### config.mk
export PLATFORM = sky130hd
export DESIGN_NAME = pipe_ctrl
export DESIGN_NICKNAME = d
export VERILOG_FILES = /design/src/rtl/pipe_ctrl_pkg.sv /design/src/rtl/pipe_ctrl_mem_fsm.sv /design/src/rtl/pipe_ctrl.sv
export SDC_FILE = /design/constraint.sdc
export NUM_CORES = 1
export LEC_CHECK = 0
export ABC_AREA = 1
export BUFFER_PORTS_ARGS = -buffer_cell sky130_fd_sc_hd__buf_4
export CAP_MARGIN = 5
export CORE_ASPECT_RATIO = 0.8
export CORE_MARGIN = 3
export CORE_UTILIZATION = 49
export DETAILED_ROUTE_END_ITERATION = 16
export GPL_TIMING_DRIVEN = 0
export HOLD_SLACK_MARGIN = 0.03
export PLACE_DENSITY = 0.81
export SLEW_MARGIN = 0
export SYNTH_ARGS = -nofsm -noshare
export SYNTH_HDL_FRONTEND = slang
export SYNTH_SLANG_ARGS = --single-unit
### constraint.sdc
create_clock -name clk -period 2.01 [get_ports clk]
set_input_delay 0.201 -clock clk [delete_from_list [all_inputs] [get_ports clk]]
set_output_delay 0.201 -clock clk [all_outputs]
set_load 0.05 [all_outputs]
### src/rtl/pipe_ctrl_pkg.sv
// Shared types and constants for the pipeline hold/flush scheduler.
// Bus bit order: 4 = PC, 3 = IF/ID, 2 = ID/EX, 1 = EX/MEM, 0 = MEM/WB.
package pipe_ctrl_pkg;
  localparam int HB_W     = 5;
  localparam int HB_PC    = 4;
  localparam int HB_IFID  = 3;
  localparam int HB_IDEX  = 2;
  localparam int HB_EXMEM = 1;
  localparam int HB_MEMWB = 0;

  typedef logic [HB_W-1:0] hold_bus_t;
  typedef logic [HB_W-1:0] flush_bus_t;

  typedef enum logic {M_IDLE = 1'b0, M_WAIT = 1'b1} mem_state_t;
  typedef enum logic {D_IDLE = 1'b0, D_BUSY = 1'b1} div_state_t;

  localparam hold_bus_t  HOLD_MEM  = 5'b11110;
  localparam hold_bus_t  HOLD_DIV  = 5'b11100;
  localparam hold_bus_t  HOLD_LU   = 5'b11000;
  localparam flush_bus_t FLUSH_MEM = 5'b00001;
  localparam flush_bus_t FLUSH_JMP = 5'b01110;
  localparam flush_bus_t FLUSH_DIV = 5'b00010;
  localparam flush_bus_t FLUSH_LU  = 5'b00100;
endpackage

### src/rtl/pipe_ctrl_mem_fsm.sv
// Data-memory handshake tracker: counts wait cycles for dmem_ack and
// aborts the access with a bus error once MEM_TIMEOUT cycles have elapsed.
module pipe_ctrl_mem_fsm
  import pipe_ctrl_pkg::*;
#(
  parameter int MEM_TIMEOUT = 255
) (
  input  logic clk,
  input  logic rst,
  input  logic i_access,
  input  logic i_ack,
  output logic o_stall,
  output logic o_bus_err
);
  localparam int CW = $clog2(MEM_TIMEOUT + 1);

  mem_state_t    r_state;
  logic [CW-1:0] r_cnt;
  logic          w_timeout;

  assign w_timeout = (r_state == M_WAIT) && (r_cnt == CW'(MEM_TIMEOUT));
  assign o_stall   = i_access && !i_ack && !w_timeout;
  assign o_bus_err = i_access && !i_ack && w_timeout;

  // Any non-stalling cycle (ack, timeout or dropped access) ends the wait.
  always_ff @(posedge clk) begin
    if (rst) begin
      r_state <= M_IDLE;
      r_cnt   <= '0;
    end else begin
      case (r_state)
        M_IDLE: if (o_stall) begin
          r_state <= M_WAIT;
          r_cnt   <= CW'(1);
        end
        M_WAIT: if (!o_stall) begin
          r_state <= M_IDLE;
          r_cnt   <= '0;
        end else begin
          r_cnt <= r_cnt + 1'b1;
        end
        default: r_state <= M_IDLE;
      endcase
    end
  end
endmodule

### src/rtl/pipe_ctrl.sv
// Central hold/flush scheduler for the five-stage core: memory wait,
// jump redirect, multi-cycle divide and load-use stalls in priority order.
module pipe_ctrl
  import pipe_ctrl_pkg::*;
#(
  parameter int XLEN        = 32,
  parameter int REG_AW      = 5,
  parameter int MEM_TIMEOUT = 255
) (
  input  logic              clk,
  input  logic              rst,
  input  logic              MEM_rmem,
  input  logic              MEM_wmem,
  input  logic              MEM_jump,
  input  logic [XLEN-1:0]   MEM_jump_addr,
  input  logic              EX_rmem,
  input  logic              EX_wen,
  input  logic [REG_AW-1:0] EX_rd_addr,
  input  logic [REG_AW-1:0] ID_rs1_addr,
  input  logic [REG_AW-1:0] ID_rs2_addr,
  input  logic              ID_rs1_en,
  input  logic              ID_rs2_en,
  input  logic              EX_div_req,
  input  logic              div_done,
  input  logic              dmem_ack,
  output logic              dmem_req,
  output logic              div_start,
  output logic              div_kill,
  output logic [4:0]        hold,
  output logic [4:0]        flush,
  output logic              redirect_valid,
  output logic [XLEN-1:0]   redirect_addr,
  output logic              bus_err,
  output logic [31:0]       stall_cnt
);
  logic       w_access, w_mem_stall, w_bus_err;
  logic       w_jmp, w_busy_done, w_div_stall, w_lu;
  logic       w_div_start, w_div_kill;
  hold_bus_t  w_hold;
  flush_bus_t w_flush;

  div_state_t r_dstate;
  logic       r_done_seen;
  logic [31:0] r_stall_cnt;

  assign w_access = MEM_rmem | MEM_wmem;

  pipe_ctrl_mem_fsm #(.MEM_TIMEOUT(MEM_TIMEOUT)) u_mem (
    .clk       (clk),
    .rst       (rst),
    .i_access  (w_access),
    .i_ack     (dmem_ack),
    .o_stall   (w_mem_stall),
    .o_bus_err (w_bus_err)
  );

  // A jump held behind a memory stall is re-presented, so only act once MEM moves.
  assign w_jmp       = MEM_jump & ~w_mem_stall;
  assign w_busy_done = (r_dstate == D_BUSY) & div_done;
  assign w_div_stall = EX_div_req & ~r_done_seen & ~w_busy_done;
  assign w_div_start = (r_dstate == D_IDLE) & EX_div_req & ~r_done_seen & ~w_jmp;
  assign w_div_kill  = (r_dstate == D_BUSY) & w_jmp;
  assign w_lu = EX_rmem & EX_wen & (EX_rd_addr != '0) &
                ((ID_rs1_en & (ID_rs1_addr == EX_rd_addr)) |
                 (ID_rs2_en & (ID_rs2_addr == EX_rd_addr)));

  always_comb begin
    w_hold  = '0;
    w_flush = '0;
    if (w_mem_stall) begin
      w_hold  = HOLD_MEM;
      w_flush = FLUSH_MEM;
    end else if (w_jmp) begin
      w_flush = FLUSH_JMP;
    end else if (w_div_stall) begin
      w_hold  = HOLD_DIV;
      w_flush = FLUSH_DIV;
    end else if (w_lu) begin
      w_hold  = HOLD_LU;
      w_flush = FLUSH_LU;
    end
  end

  // done_seen remembers a result consumed while the div sat held in EX.
  always_ff @(posedge clk) begin
    if (rst) begin
      r_dstate    <= D_IDLE;
      r_done_seen <= 1'b0;
      r_stall_cnt <= '0;
    end else begin
      case (r_dstate)
        D_IDLE:  if (w_div_start) r_dstate <= D_BUSY;
        D_BUSY:  if (w_jmp || div_done) r_dstate <= D_IDLE;
        default: r_dstate <= D_IDLE;
      endcase
      r_done_seen <= w_hold[HB_IDEX] ? (r_done_seen | w_busy_done) : 1'b0;
      if ((w_hold != '0) && (r_stall_cnt != '1))
        r_stall_cnt <= r_stall_cnt + 32'd1;
    end
  end

  assign dmem_req       = ~rst & w_access;
  assign div_start      = ~rst & w_div_start;
  assign div_kill       = ~rst & w_div_kill;
  assign hold           = rst ? '0 : w_hold;
  assign flush          = rst ? '0 : w_flush;
  assign redirect_valid = ~rst & w_jmp;
  assign redirect_addr  = (rst || !w_jmp) ? '0 : MEM_jump_addr;
  assign bus_err        = ~rst & w_bus_err;
  assign stall_cnt      = rst ? '0 : r_stall_cnt;
endmodule

==> flow_metrics.env <==
export IMPL_yosysUniqueCellTypes=30
export IMPL_relSlewSlack=0.544
export IMPL_synth_commonest_cells="nand2_1, nor2_1, inv_1"
export IMPL_core_um2=6540
export IMPL_fmax_mhz=473
export IMPL_grt_pass1_wl_um=20300
export IMPL_htreeDepth=2
export IMPL_synth_top_area_frac=0.254
export IMPL_violations="negative setup slack"
export IMPL_synth_ff_type="dfxtp_1"
export IMPL_skew_ns=0.0139
export IMPL_mappedNetlistArea_um2=3380
export IMPL_wire_per_inst_um=15.2
export IMPL_cp_max_fo=10
export IMPL_route_vias_total=4533
export IMPL_p_leak_nw=2.44
export IMPL_synth_edf_count=0
export IMPL_fin_util=0.822
export IMPL_setup_viol=33
export IMPL_fill_cells=456
export IMPL_place_inst=828
export IMPL_yosysMostFrequentCell="nand2_1"
export IMPL_grt_max_degree=16
export IMPL_insertion_delay_ns=0.32
export IMPL_cp_arrival_ns=1.91
export IMPL_crit_required_ns=1.81
export IMPL_endpoint_kind="output pin"
export IMPL_ant_nets=0
export IMPL_portBuffers=134
export IMPL_yosys_warnings=0
export IMPL_die_height_um=80.3
export IMPL_boundaryPins=138
export IMPL_start_util=0.517
export IMPL_synthArstFlopShare=0
export IMPL_grt_pass1_vias=4374
export IMPL_drt_iter0_markers=441
export IMPL_overflow=0
export IMPL_whs_ns=0.191
export IMPL_worstReg2RegStart="r_stall_cnt[0]$_SDFFE_PP0P_"
export IMPL_vias_per_cell=5.33
export IMPL_layout_drive_gt1_share=0.317
export IMPL_globalplace_congestion=0.973
export IMPL_place_hpwl_um=9270
export IMPL_die_w_um=98.9
export IMPL_drt_pass1_iter_count=6
export IMPL_rsz0062_at_grt="yes"
export IMPL_cp_start_kind="register"
export IMPL_seq_area_frac_synth=0.254
export IMPL_dieArea_um2=7940
export IMPL_critPathKind="reg -> out"
export IMPL_layoutNonFillerInstCount=850
export IMPL_min_path_type="in -> reg"
export IMPL_cts_tree="yes"
export IMPL_synthCells=609
export IMPL_wirelength_um=12900
export IMPL_drcViolationCount=0
export IMPL_cap_violations=0
export IMPL_synth_seq_cells=43
export IMPL_hold_viol_final=0
export IMPL_power_mw=2.26
export IMPL_clk_pin_slew_ns=0.10
export IMPL_synth_largest_area_cell="dfxtp_1"
export IMPL_ctsHoldBuffers=0
export IMPL_dpl_worst_slack_ns=-0.130
export IMPL_slew_violations=0
export IMPL_core_rowCount=26
export IMPL_timing_final_ws_setup_ns=-0.103
export IMPL_cts_sinks=43
export IMPL_tightestPinTransition_ns=0.684
export IMPL_worst_ir_drop_vdd_mv=0.372
export IMPL_areaGrowthSynthToFinish_pct=58.9
export IMPL_fin_nets=826
export IMPL_hp_start="div_done"
export IMPL_cts_root_buf="clkbuf_8"
export IMPL_synth_area_leaders="dfxtp_1, nand2_1, nor2_1"
export IMPL_min_period_ns=2.11
export IMPL_cts_inserted_buffers=5
export IMPL_fin_crit_sh=1.05
export IMPL_antenna_diode_count=0
export IMPL_startpoint="u_mem.r_cnt[1]$_SDFFE_PP0P_"
export IMPL_antenna_found_initial=0
export IMPL_clock_path_buffers=2
export IMPL_status="complete, but fails checks"
export IMPL_avgSynthCellArea_um2=5.56
export IMPL_grt_use_total=0.314
export IMPL_power_density_nw_per_um2=421
[critical path: stages, from the launching register on]
cell,delay [ns]
dfxtp_2,0.37
ha_4,0.15
nand3_4,0.08
nor2_4,0.11
nand2_2,0.08
nand2_4,0.08
nand2_4,0.07
nor2_4,0.13
inv_6,0.09
buf_12,0.17
nor2_4,0.10
buf_6,0.17
[power breakdown]
| part | total (mW) | internal, mW | switching (mW) |
|---|---|---|---|
| Combinational | 0.658 | 0.260 | 0.399 |
| Sequential | 0.877 | 0.862 | 0.0154 |
| Clock | 0.728 | 0.375 | 0.353 |
[flip-flops by register name, indices dropped and copies added, names as in the netlist]
| signal | flops |
|---|---|
| r_stall_cnt | 32 |
| u_mem.r_state | 1 |
| r_dstate | 1 |
| r_done_seen | 1 |
| u_mem.r_cnt | 8 |
[cell families (layout without fill, tap and decap cells)]
logic type / after synthesis / after routing / share of synthesized area
compound gates: 42 / 42 / 0.0662
xor+xnor: 20 / 20 / 0.0518
fa+ha+maj: 2 / 2 / 0.00740
buf+inv: 130 / 286 / 0.158
flops: 43 / 43 / 0.254
other cells: 1 / 2 / 0.00111
simple gates: 371 / 371 / 0.461
[through the flow]
step	cell area, um^2	setup TNS [ns]
after floorplan	3720	-3.36
after global placement	4830	-2.03
after detailed placement	4830	-2.71
after CTS	5240	-1.61
after global routing	5380	-5.81
final	5380	-2.37
[cell type report]
class                      instances  area (um^2)  area share
timing repair buffer             149         1320       0.245
tap                               84          105      0.0195
inverter                         104          398      0.0740
clock inverter                     3         46.3     0.00861
clock buffer                       5         68.8      0.0128
buffer                            25          193      0.0358
sequential                        43          872       0.162
multi-input combinational        437         2380       0.442
[path summary, 6_finish.rpt]
check                                 endpoint  slack [ns]  cells past startpoint
setup / recovery             redirect_addr[19]       -0.10                     11
setup reg to reg  r_stall_cnt[27]$_SDFFE_PP0P_        0.08                     12
hold / removal          r_done_seen$_SDFF_PN0_        0.19                      3
hold reg to reg         r_done_seen$_SDFF_PN0_        0.47                      2
[what timing repair did]
item | CTS | global route
resized for setup | 54 | 31
setup endpoints to repair | 79 | 73
hold endpoints to repair | 0 | 0
pin swaps | 8 | 2
gates cloned | 1 | 0
setup buffers | 10 | 4
[layout by cell type (no fill, tap or decap), drive strengths merged]
master    count
o2111a        1
clkbuf       13
a211oi        2
nand3b        4
o21a          1
ha            2
and3          1
inv         105
xnor2         1
bufinv        1
buf         166
xor2         19
clkinvlp      1
nand2       157
nand3        60
nor4          5
nand4         5
nor3         13
nor2        126
conb          2
a21oi        37
o21ai         1
dfxtp        43
[metal layers]
metal | share of wire | wire length (um) | track usage | up-vias
met5 | 0 | 0 | 0 | -
met4 | 0.023 | 300 | 0.0846 | 0
met3 | 0.096 | 1230 | 0.0443 | 37
met2 | 0.50 | 6440 | 0.568 | 273
met1 | 0.38 | 4950 | 0.392 | 2060
li1 | - | - | - | 2163
No activity file was read; power rests on OpenSTA's default activity.
